### src/rtl/prefix_reduce_pipe_if.sv
// prefix_reduce_pipe_if: handshake and data bundle for prefix_reduce_pipe.
// PREFIX_FIRST_ONE_EN adds first_vld/first_idx to the bundle.
interface prefix_reduce_pipe_if #(
    parameter int WIDTH = 8
);
    logic             in_valid;
    logic             in_ready;
    logic [WIDTH-1:0] a;
    logic [1:0]       mode;
    logic             acc_en;
    logic             acc_clr;
    logic             out_valid;
    logic             out_ready;
    logic [WIDTH-1:0] p;
    logic             total;
`ifdef PREFIX_FIRST_ONE_EN
    logic                     first_vld;
    logic [$clog2(WIDTH)-1:0] first_idx;
    modport master(output in_valid, a, mode, acc_en, acc_clr, out_ready,
                   input in_ready, out_valid, p, total, first_vld, first_idx);
    modport slave(input in_valid, a, mode, acc_en, acc_clr, out_ready,
                  output in_ready, out_valid, p, total, first_vld, first_idx);
`else
    modport master(output in_valid, a, mode, acc_en, acc_clr, out_ready,
                   input in_ready, out_valid, p, total);
    modport slave(input in_valid, a, mode, acc_en, acc_clr, out_ready,
                  output in_ready, out_valid, p, total);
`endif
endinterface

### src/rtl/prefix_reduce_pipe.sv
// prefix_reduce_pipe: registered OR/AND/XOR prefix reduction with valid/ready and cross-beat carry.
// Define PREFIX_FIRST_ONE_EN to add first_vld/first_idx (lowest set bit of p).
module prefix_reduce_pipe #(
    parameter int WIDTH = 8
) (
    input logic           clk,
    input logic           rst_n,
    prefix_reduce_pipe_if.slave bus
);
    typedef enum logic {EMPTY, FULL} state_t;
    state_t           state, state_nxt;
    logic             accept, handoff, seed, r, carry_bit, carry_vld;
    logic [WIDTH-1:0] p_nxt, p_q;
    assign bus.in_ready  = state == EMPTY || bus.out_ready;
    assign bus.out_valid = state == FULL;
    assign bus.p         = p_q;
    assign bus.total     = p_q[WIDTH-1];
    assign accept        = bus.in_valid && bus.in_ready;
    assign handoff       = state == FULL && bus.out_ready;
    always_comb state_nxt = accept ? FULL : handoff ? EMPTY : state;
    always_ff @(posedge clk) state <= !rst_n ? EMPTY : state_nxt;
    // a concurrent acc_clr discards the stored carry before this beat's seed is chosen
    always_comb begin
        seed  = (bus.acc_en && carry_vld && !bus.acc_clr) ? carry_bit : bus.mode == 2'b01;
        r     = seed;
        p_nxt = '0;
        for (int i = 0; i < WIDTH; i++) begin
            r = bus.mode == 2'b01 ? r & bus.a[i] : bus.mode == 2'b10 ? r ^ bus.a[i] : r | bus.a[i];
            p_nxt[i] = r;
        end
    end
    always_ff @(posedge clk) begin
        if (!rst_n) begin
            p_q       <= '0;
            carry_bit <= 1'b0;
            carry_vld <= 1'b0;
        end else if (accept) begin
            p_q       <= p_nxt;
            carry_bit <= p_nxt[WIDTH-1];
            carry_vld <= 1'b1;
        end else if (bus.acc_clr) begin
            carry_vld <= 1'b0;
        end
    end
`ifdef PREFIX_FIRST_ONE_EN
    localparam int IW = $clog2(WIDTH);
    logic [IW-1:0] fi_nxt, fi_q;
    logic          fv_q;
    always_comb begin
        fi_nxt = '0;
        for (int i = WIDTH - 1; i >= 0; i--)
            if (p_nxt[i]) fi_nxt = IW'(i);
    end
    always_ff @(posedge clk) begin
        if (!rst_n) begin
            fv_q <= 1'b0;
            fi_q <= '0;
        end else if (accept) begin
            fv_q <= |p_nxt;
            fi_q <= fi_nxt;
        end
    end
    assign bus.first_vld = fv_q;
    assign bus.first_idx = fi_q;
`endif
endmodule

### src/flat_wrapper.sv
// flat-port wrapper written by rule: the top's interface ports become plain ports
module prefix_reduce_pipe_flat 
#(
    parameter int WIDTH = 8
)
  (clk, rst_n, bus_in_valid, bus_a, bus_mode, bus_acc_en, bus_acc_clr, bus_out_ready, bus_in_ready, bus_out_valid, bus_p, bus_total);
  prefix_reduce_pipe_if #(.WIDTH(WIDTH)) bus_i ();
  input logic clk;
  input logic rst_n;
  input wire logic [$bits(bus_i.in_valid)-1:0] bus_in_valid;
  input wire logic [$bits(bus_i.a)-1:0] bus_a;
  input wire logic [$bits(bus_i.mode)-1:0] bus_mode;
  input wire logic [$bits(bus_i.acc_en)-1:0] bus_acc_en;
  input wire logic [$bits(bus_i.acc_clr)-1:0] bus_acc_clr;
  input wire logic [$bits(bus_i.out_ready)-1:0] bus_out_ready;
  output wire logic [$bits(bus_i.in_ready)-1:0] bus_in_ready;
  output wire logic [$bits(bus_i.out_valid)-1:0] bus_out_valid;
  output wire logic [$bits(bus_i.p)-1:0] bus_p;
  output wire logic [$bits(bus_i.total)-1:0] bus_total;
  assign bus_i.in_valid = bus_in_valid;
  assign bus_i.a = bus_a;
  assign bus_i.mode = bus_mode;
  assign bus_i.acc_en = bus_acc_en;
  assign bus_i.acc_clr = bus_acc_clr;
  assign bus_i.out_ready = bus_out_ready;
  assign bus_in_ready = bus_i.in_ready;
  assign bus_out_valid = bus_i.out_valid;
  assign bus_p = bus_i.p;
  assign bus_total = bus_i.total;
  prefix_reduce_pipe #(.WIDTH(WIDTH)) u_core (.clk(clk), .rst_n(rst_n), .bus(bus_i));
endmodule
### config.mk
export PLATFORM = sky130hd
export DESIGN_NAME = prefix_reduce_pipe_flat
export DESIGN_NICKNAME = d
export VERILOG_FILES = /design/src/rtl/prefix_reduce_pipe_if.sv /design/src/rtl/prefix_reduce_pipe.sv /design/src/flat_wrapper.sv
export SDC_FILE = /design/constraint.sdc
export NUM_CORES = 1
export LEC_CHECK = 0
export CORE_ASPECT_RATIO = 1.1
export CORE_MARGIN = 1
export CORE_UTILIZATION = 40
export CTS_BUF_LIST = sky130_fd_sc_hd__clkbuf_16
export DETAILED_ROUTE_END_ITERATION = 16
export PLACE_DENSITY_LB_ADDON = 0.1
export SLEW_MARGIN = 20
export SYNTH_ARGS = -nofsm -noshare
export SYNTH_HDL_FRONTEND = slang
export SYNTH_SLANG_ARGS = --single-unit
### constraint.sdc
create_clock -name clk -period 17.6 [get_ports clk]
set_input_delay 2.64 -clock clk [delete_from_list [all_inputs] [get_ports clk]]
set_output_delay 2.64 -clock clk [all_outputs]
set_load 0.02 [all_outputs]
# Yosys cells after proc, flatten, opt, wreduce, memory -nomap -nowiden
# Cells that the tools add are included.
classes:
  bitwise: 25
  eq_ne: 2
  reduce_logical: 8
  n_mux: 21
op_table:
  columns: ["cell", "count"]
  rows:
  - ["2-to-1 mux 1 bit", 21]
  - ["bitwise AND 1 bit", 8]
  - ["OR 1 bit", 8]
  - ["XOR 1 bit", 8]
  - ["logical AND 1 bit", 4]
  - ["nonzero test 2 bit", 2]
  - ["== test 2 x 1 -> 1 bit (second input constant)", 1]
  - ["== test 2 bit (second input constant)", 1]
  - ["zero test 1 bit", 1]
  - ["logical OR 1 bit", 1]
  - ["NOT 1 bit", 1]
totals:
  word_cells: 60
  in_bits: 16
  out_inout_bits: 11
  reg_bits: 11

# Depth between registers and ports, before layout
# Gate-level depths: netlist (run 1).
logic_depth:
  word_depth: 27
  mapped_depth: 31
  ltp_nobuf: 30

# Worst setup path before layout (run 1)
# OpenSTA, ideal clock, no wires.
synth_path:
  path_kind: "in2reg"
  start: "input bus_mode[1]"
  end: "register u_core.p_q[7] (netlist: u_core.bus.p[7])"
  required_ns: 17.484
  arrival_ns: 8.268
  n_path_buf: 1
  path_slack_ns: 9.216
  stages: 30
  cell_sequence: "buf_6 nand2b_1 o21ai_1 ha_1 mux2i_1 o21ai_0 ha_1 mux2i_1 o21ai_0 ha_1 o22ai_1 o21ai_0 ha_1 a211oi_1 a31oi_1 ha_1 nand2b_1 o31ai_1 o21ai_0 ha_1 o22ai_1 nor2_1 ha_1 a2111o_1 a211oi_2 or2_1 ha_1 a211oi_1 a211o_1 a21boi_1"
synth_via:
  elab_chain_len: 26
  word_cells_on_any_way: 43
synth_rtl:
  columns: ["item", "line_no", "rtl"]
  rows:
  - ["start: declaration", "flat_wrapper.sv:12", "input wire logic [$bits(bus_i.mode)-1:0] bus_mode;"]
  - ["== test 2 x 1 -> 1 bit", "prefix_reduce_pipe.sv:24, prefix_reduce_pipe.sv:28", null]
  - ["2-to-1 mux 1 bit", "prefix_reduce_pipe.sv:24", "seed = (bus.acc_en && carry_vld && !bus.acc_clr) ? carry_bit : bus.mode == 2'b01;"]
  - ["OR 1 bit or XOR 1 bit (tied branches)", "prefix_reduce_pipe.sv:28", "r = bus.mode == 2'b01 ? r & bus.a[i] : bus.mode == 2'b10 ? r ^ bus.a[i] : r | bus.a[i];"]
  - ["2-to-1 mux 1 bit (2 in series)", "prefix_reduce_pipe.sv:28", null]
  - ["OR 1 bit or XOR 1 bit (tied branches)", "prefix_reduce_pipe.sv:28", null]
  - ["2-to-1 mux 1 bit (2 in series)", "prefix_reduce_pipe.sv:28", null]
  - ["OR 1 bit or XOR 1 bit (tied branches)", "prefix_reduce_pipe.sv:28", null]
  - ["2-to-1 mux 1 bit (2 in series)", "prefix_reduce_pipe.sv:28", null]
  - ["[4 not listed]", null, null]
  - ["2-to-1 mux 1 bit (2 in series)", "prefix_reduce_pipe.sv:28", null]
  - ["OR 1 bit or XOR 1 bit (tied branches)", "prefix_reduce_pipe.sv:28", null]
  - ["2-to-1 mux 1 bit (2 in series)", "prefix_reduce_pipe.sv:28", null]
  - ["OR 1 bit or XOR 1 bit (tied branches)", "prefix_reduce_pipe.sv:28", null]
  - ["2-to-1 mux 1 bit (2 in series)", "prefix_reduce_pipe.sv:28", null]
  - ["OR 1 bit or XOR 1 bit (tied branches)", "prefix_reduce_pipe.sv:28", null]
  - ["2-to-1 mux 1 bit", "prefix_reduce_pipe.sv:28", null]
  - ["2-to-1 mux 1 bit *", "prefix_reduce_pipe.sv:28", null]
  - ["end signal: assignment", "prefix_reduce_pipe.sv:38", "p_q <= p_nxt;"]
  - ["end: declaration", "prefix_reduce_pipe.sv:13", "logic [WIDTH-1:0] p_nxt, p_q;"]
# Mark *: on every way between the ends. The rest lies on a longest branch, timed or not.
# A chain may end at the register's enable or synchronous reset.

# Worst setup path in the final report (run 1)
layout_path:
  start: "input bus_mode[0]"
  end: "register u_core.p_q[7] (netlist: u_core.bus.p[7])"
# The elaborated chain is that of the path after synthesis.

==> results.cfg, run 1 <==
[run_status]
status = finished clean

[logic_synthesis]
avgSynthCellArea_sq_um = 8.24
ys_seq_area_share_pct = 17.5
synth-edff-count = 0
synth_ff_type = dfxtp_1
synthArstFlopShare_pct = 0
yosys_warnings = 0
synth_cell_type_count = 39
netlist_instances = 139
synth-seq-cells = 10
synth_area_sq_um = 1140
postSynthNetCount = 176

[floorplanning]
dieArea_sq_um = 3080
die_h_um = 58.1
initial_utilization_pct = 43.8
rows = 19
core-area_sq_um = 2620
die_x_um = 53.0
io_pins = 27

[timing]
finalCritPeriodShare_pct = 57.5
tns_ns = 0
worstMarginPinSlew_ns = 0.866
fin_skew_ns = 0.00336
slew_violations = 0
clock.fmax_mhz = 98.8
hold_viol = 0
setup_viol = 0
relSlewSlack_pct = 42.1
grt_setup_unrepaired = false
finalCriticalPeriod_ns = 10.12

[final_layout]
final_cells = 192
fin_nets = 199
seqCellArea_sq_um = 200
area_growth_pct = 28.7
drive_above_1_share_pct = 4.35
design_area_sq_um = 1470
fillers = 247
antenna_cells = 0
multi_input_area_sq_um = 873

[global_routing]
grt_pass1_wl_um = 4380
grt_usage_pct = 18.6
use_met2_pct = 30.6
grt_pass1_vias = 969
antenna_found_initial = 0
grt_max_degree = 38
groute.layer.met1.usage_pct = 25.0
busiest_layer = met2
grt_overflow = 0
grtUsageMet3_pct = 1.84

[placement]
port_buffers = 26
place_congestion = 0.835
place_area_sq_um = 1400
place_hpwl_um = 2010
dp_cells = 188

[clock_tree]
cts_tree = done
clock_path_buffers = 2
cts_root_buf = clkbuf_16
cts_resized = 0
clock_sinks = 10
insertion_delay_ns = 0.23
cts_setup_buffers = 0
cts_max_level = 1
hold_buffers = 0
numCtsBuffers = 3
path_clk_slew_ns = 0.04

[route]
drc = 0
wl_per_cell_um = 13.9
antenna_left = 0
viasPerCell = 5.68
num_vias = 1091
routed_wl_um = 2660
drt_iter0_markers = 13
firstDrtPassIters = 4

[power_and_ir_drop]
p_leak_nw = 0.598
p_per_area_nw_per_um2 = 66.3
peakVddDrop_mv = 0.0743

[setup_path]
start_kind = primary input
endpoint_kind = flop
crit_top_cell = ha_1
r2r_slack_ns = 10.48
crit_arrival_ns = 10.25
cp_max_fo = 27
path_buf_inv = 1
worst_path_max_delay_cell = clkdlybuf4s50_1
path_class = primary input to flop
cpPeakStageDelay_ns = 1.04
r2r_start = u_core.bus.p[7]$_SDFFE_PN0P_
r2r_end = u_core.bus.p[7]$_SDFFE_PN0P_
critPathTopFamily = compound AO/OA/AOI/OAI gates
cp.required_ns = 17.73
r2r_cells = 29

[min_path]
holdCritStartpoint = u_core.bus.p[6]$_SDFFE_PN0P_
hold_class = flop to flop
holdPathStages = 2
hold-path-endpoint = u_core.bus.p[6]$_SDFFE_PN0P_

[flow_run]
drv_cap = 0
registers in the layout, summed over array words and instances, names as in the netlist:
| name | count |
|---|---|
| u_core.carry_vld | 1 |
| u_core.bus.out_valid | 1 |
| u_core.bus.p | 8 |
kinds of logic (layout without fill, tap and decap cells):
| group | count (synthesis) | after routing | synth area share (%) |
|---|---|---|---|
| AOI/OAI and AO/OA | 49 | 49 | 28.7 |
| adders and majority gates | 21 | 21 | 23.0 |
| buffers and inverters | 13 | 35 | 6.23 |
| DFF | 10 | 10 | 17.5 |
| muxes | 5 | 5 | 4.37 |
| and+or+nand+nor | 41 | 41 | 20.2 |
per-stage QoR:
step                setup slack (ns)  utilization (%)  hold WS, ns  total power [mW]
global placement                7.48             53.3        0.453            0.0569
finish                          7.48             56.4        0.464            0.0978
floorplan                       9.22                -        0.462            0.0461
global route                    6.92             56.4        0.491             0.104
CTS                             7.48             56.4        0.466            0.0983
detailed placement              7.26             53.3        0.460            0.0578
layer usage:
metal / wire length, um / vias to the layer above / share of wire, %
met5: 0 / - / 0
met4: 38 / 0 / 1.4
met3: 69 / 6 / 2.6
met2: 1210 / 20 / 46
met1: 1340 / 502 / 50
li1: - / 563 / -
synthesized netlist by cell type, types with 2 or more instances:
| cell | n | area [sq um] |
|---|---|---|
| a211oi_1 | 2 | 15.0 |
| a21boi_0 | 3 | 22.5 |
| a21oi_1 | 5 | 25.0 |
| a31oi_1 | 3 | 18.8 |
| buf_2 | 3 | 15.0 |
| buf_6 | 2 | 22.5 |
| clkbuf_1 | 3 | 11.3 |
| dfxtp_1 | 10 | 200 |
| ha_1 | 21 | 263 |
| inv_1 | 4 | 15.0 |
| mux2i_1 | 5 | 50.1 |
| nand2_1 | 9 | 33.8 |
| nand2b_1 | 8 | 50.1 |
| nand3_1 | 4 | 20.0 |
| nand4b_1 | 2 | 17.5 |
| nor2_1 | 7 | 26.3 |
| nor2b_1 | 2 | 12.5 |
| nor3_1 | 2 | 10.0 |
| o211ai_1 | 6 | 45.0 |
| o21ai_0 | 12 | 60.1 |
| o22ai_1 | 5 | 31.3 |
| o31ai_1 | 4 | 30.0 |
worst min-delay path, cell delays in order (launching register included):
cell	delay (ns)
dfxtp_1	0.30
nand3_1	0.06
o31ai_1	0.05
area by class of cell:
cell class | count | area share (%)
clock inverters | 1 | 0.255
inverters | 4 | 1.02
well taps | 31 | 2.63
flip-flops and latches | 10 | 13.6
repair buffers | 27 | 18.2
multi-input cells | 116 | 59.3
clock buffers | 3 | 5.09
worst max-delay path by stage:
stage | from | depth (start not counted) | endpoint
after global routing | bus_mode[0] | 30 | u_core.bus.p[7]$_SDFFE_PN0P_
after CTS | bus_mode[0] | 30 | u_core.bus.p[7]$_SDFFE_PN0P_
after floorplan | bus_mode[1] | 30 | u_core.bus.p[7]$_SDFFE_PN0P_
after detailed placement | bus_mode[0] | 30 | u_core.bus.p[7]$_SDFFE_PN0P_
after global placement | bus_mode[0] | 30 | u_core.bus.p[7]$_SDFFE_PN0P_
final | bus_mode[0] | 30 | u_core.bus.p[7]$_SDFFE_PN0P_
where the power goes:
part,internal [mW],switching (mW)
registers,0.0247,0.00107
clock network,0.0298,0.0104
logic,0.0147,0.0171
placed cells by master, fill, tap and decap left out, types with 2 or more instances in the layout:
cell type and instances:
clkdlybuf4s50_1 26, ha_1 21, o21ai_0 12, dfxtp_1 10
nand2_1 9, nand2b_1 8, nor2_1 7, o211ai_1 6
o22ai_1 5, mux2i_1 5, a21oi_1 5, inv_1 4
o31ai_1 4, nand3_1 4, a31oi_1 3, a21boi_0 3
clkbuf_16 3, nor2b_1 2, nand4b_1 2, nor3_1 2
a211oi_1 2
(Power assumes the default switching activity.)
==> run 2, diff against run 1 <==
==> constraint.sdc (replaced) <==
create_clock -name clk -period 8.78 [get_ports clk]
set_input_delay 1.317 -clock clk [delete_from_list [all_inputs] [get_ports clk]]
set_output_delay 1.317 -clock clk [all_outputs]
set_load 0.02 [all_outputs]
==> run 2 against run 1 <==
Clock-buffer cell count is the same. Via count decreased by 1.6%. Largest cell class unchanged. Critical path type unchanged. Sequential power is 100% higher. Utilization up 0.29 points. Critical endpoint unchanged. Highest routed layer unchanged. Routed wire length fell by 2.6%. Sequential share of layout area down 0.069 points. Final area rose by 0.51%.
==> results.cfg, run 2 (synthesized netlist as in run 1, its figures left out) <==
[final_layout]
layout_commonest_cell = clkdlybuf4s50_1
area_growth_pct = 29.4
final_cell_mix = clkdlybuf4s50_1 (26), ha_1 (21), o21ai_0 (12)
drive_above_1_share_pct = 4.94
largest_reg_flops = 8
multi_input_area_sq_um = 873
design_area_sq_um = 1480
fillers = 257
fin_util_pct = 56.7
antenna_cells = 0
seqCellArea_sq_um = 200
fin_nets = 200

[floorplanning]
rows = 19
dieArea_sq_um = 3080
io_pins = 27
core-area_sq_um = 2620
die_h_um = 58.1
initial_utilization_pct = 43.8
die_x_um = 53.0

[setup_path]
endpoint_kind = flop
critPathTopFamily = compound AO/OA/AOI/OAI gates
r2r_cells = 29
cpPeakStageDelay_ns = 0.42
crit_top_cell = ha_1
path_class = primary input to flop
cp.required_ns = 8.90
r2r_slack_ns = 1.95
start_kind = primary input
r2r_end = u_core.bus.p[7]$_SDFFE_PN0P_
crit_arrival_ns = 8.15
path_buf_inv = 1
cp_max_fo = 9
r2r_start = u_core.bus.p[7]$_SDFFE_PN0P_
worst_path_max_delay_cell = clkdlybuf4s50_1

[route]
num_vias = 1074
wl_per_cell_um = 13.4
viasPerCell = 5.56
firstDrtPassIters = 4
drt_iter0_markers = 35
routed_wl_um = 2590
drc = 0
antenna_left = 0

[run_status]
status = finished clean

[timing]
finalCritPeriodShare_pct = 91.5
worstMarginPinSlew_ns = 0.435
setup_viol = 0
fin_skew_ns = 0.00306
hold_viol = 0
slew_violations = 0
finalCriticalPeriod_ns = 8.03
relSlewSlack_pct = 70.3
clock.fmax_mhz = 124
tns_ns = 0
grt_setup_unrepaired = false

[min_path]
hold_class = flop to flop
hold-path-endpoint = u_core.bus.p[4]$_SDFFE_PN0P_
holdPathStages = 2
holdCritStartpoint = u_core.bus.p[4]$_SDFFE_PN0P_

[global_routing]
grt_overflow = 0
grt_pass1_vias = 919
grt_max_degree = 37
grt_usage_pct = 17.2
grt_pass1_wl_um = 4000
antenna_found_initial = 0

[placement]
place_hpwl_um = 1990
port_buffers = 26
place_congestion = 0.795
place_area_sq_um = 1400

[clock_tree]
cts_setup_buffers = 0
cts_root_buf = clkbuf_16
insertion_delay_ns = 0.23
path_clk_slew_ns = 0.04
cts_tree = done
cts_max_level = 1
numCtsBuffers = 3
hold_buffers = 0
cts_resized = 0
clock_sinks = 10
clock_path_buffers = 2

[power_and_ir_drop]
p_per_area_nw_per_um2 = 131
peakVddDrop_mv = 0.141
p_leak_nw = 0.603

[flow_run]
drv_cap = 0
[run 2: changes by cell type in the layout (fill, tap and decap cells not counted), sizes merged]
cell,before,now
buf,1,2
[run 2: worst register-to-register path, delay by kind of cell (launching register included)]
kind                     cells  cell delay [ns]
AO/OA/AOI/OAI               15             3.16
AND/OR/NAND/NOR              4             0.65
flip-flops                   1             0.37
multiplexers                 2             0.24
adder cells (fa/ha/maj)      8             2.30
[run 2: stage by stage]
step | hold slack (ns) | power [mW] | setup WS [ns] | cells
after global placement | 0.455 | 0.115 | 0.673 | 189
final | 0.462 | 0.195 | 0.747 | 193
after CTS | 0.465 | 0.197 | 0.712 | 193
after floorplan | 0.462 | 0.0924 | 1.72 | 139
after global routing | 0.484 | 0.207 | 0.194 | 193
after detailed placement | 0.460 | 0.116 | 0.518 | 189
[run 2: routing by layer]
layer / share of wire, % / track usage, % / wire length, um / up-vias
li1: - / - / - / 568
met1: 51 / 22.2 / 1310 / 486
met2: 46 / 29.7 / 1190 / 18
met3: 2.6 / 1.84 / 68 / 2
met4: 0.85 / 4.51 / 22 / 0
met5: 0 / 0 / 0 / -
[run 2: cell type report]
type	count	area share [%]
tap	31	2.62
clock inverter	1	0.253
multi-input combinational	116	59.0
timing repair buffer	28	18.6
sequential	10	13.5
inverter	4	1.01
clock buffer	3	5.07
[run 2: worst max-delay path by stage]
stage                start                           end  slack, ns  cells past startpoint
2_1_floorplan  bus_mode[1]  u_core.bus.p[7]$_SDFFE_PN0P_       1.72                     30
3_3_place_gp   bus_acc_clr  u_core.bus.p[7]$_SDFFE_PN0P_       0.67                     30
3_5_place_dp   bus_acc_clr  u_core.bus.p[7]$_SDFFE_PN0P_       0.52                     30
4_1_cts        bus_acc_clr  u_core.bus.p[7]$_SDFFE_PN0P_       0.71                     30
5_1_grt        bus_acc_clr  u_core.bus.p[7]$_SDFFE_PN0P_       0.19                     30
6_report       bus_acc_clr  u_core.bus.p[7]$_SDFFE_PN0P_       0.75                     30
[run 2: report_power, final]
part / total, mW / switching, mW / internal [mW]
Combinational: 0.0638 / 0.0340 / 0.0298
Clock: 0.0792 / 0.0197 / 0.0596
Sequential: 0.0515 / 0.00201 / 0.0495
Total: 0.195 / 0.0557 / 0.139
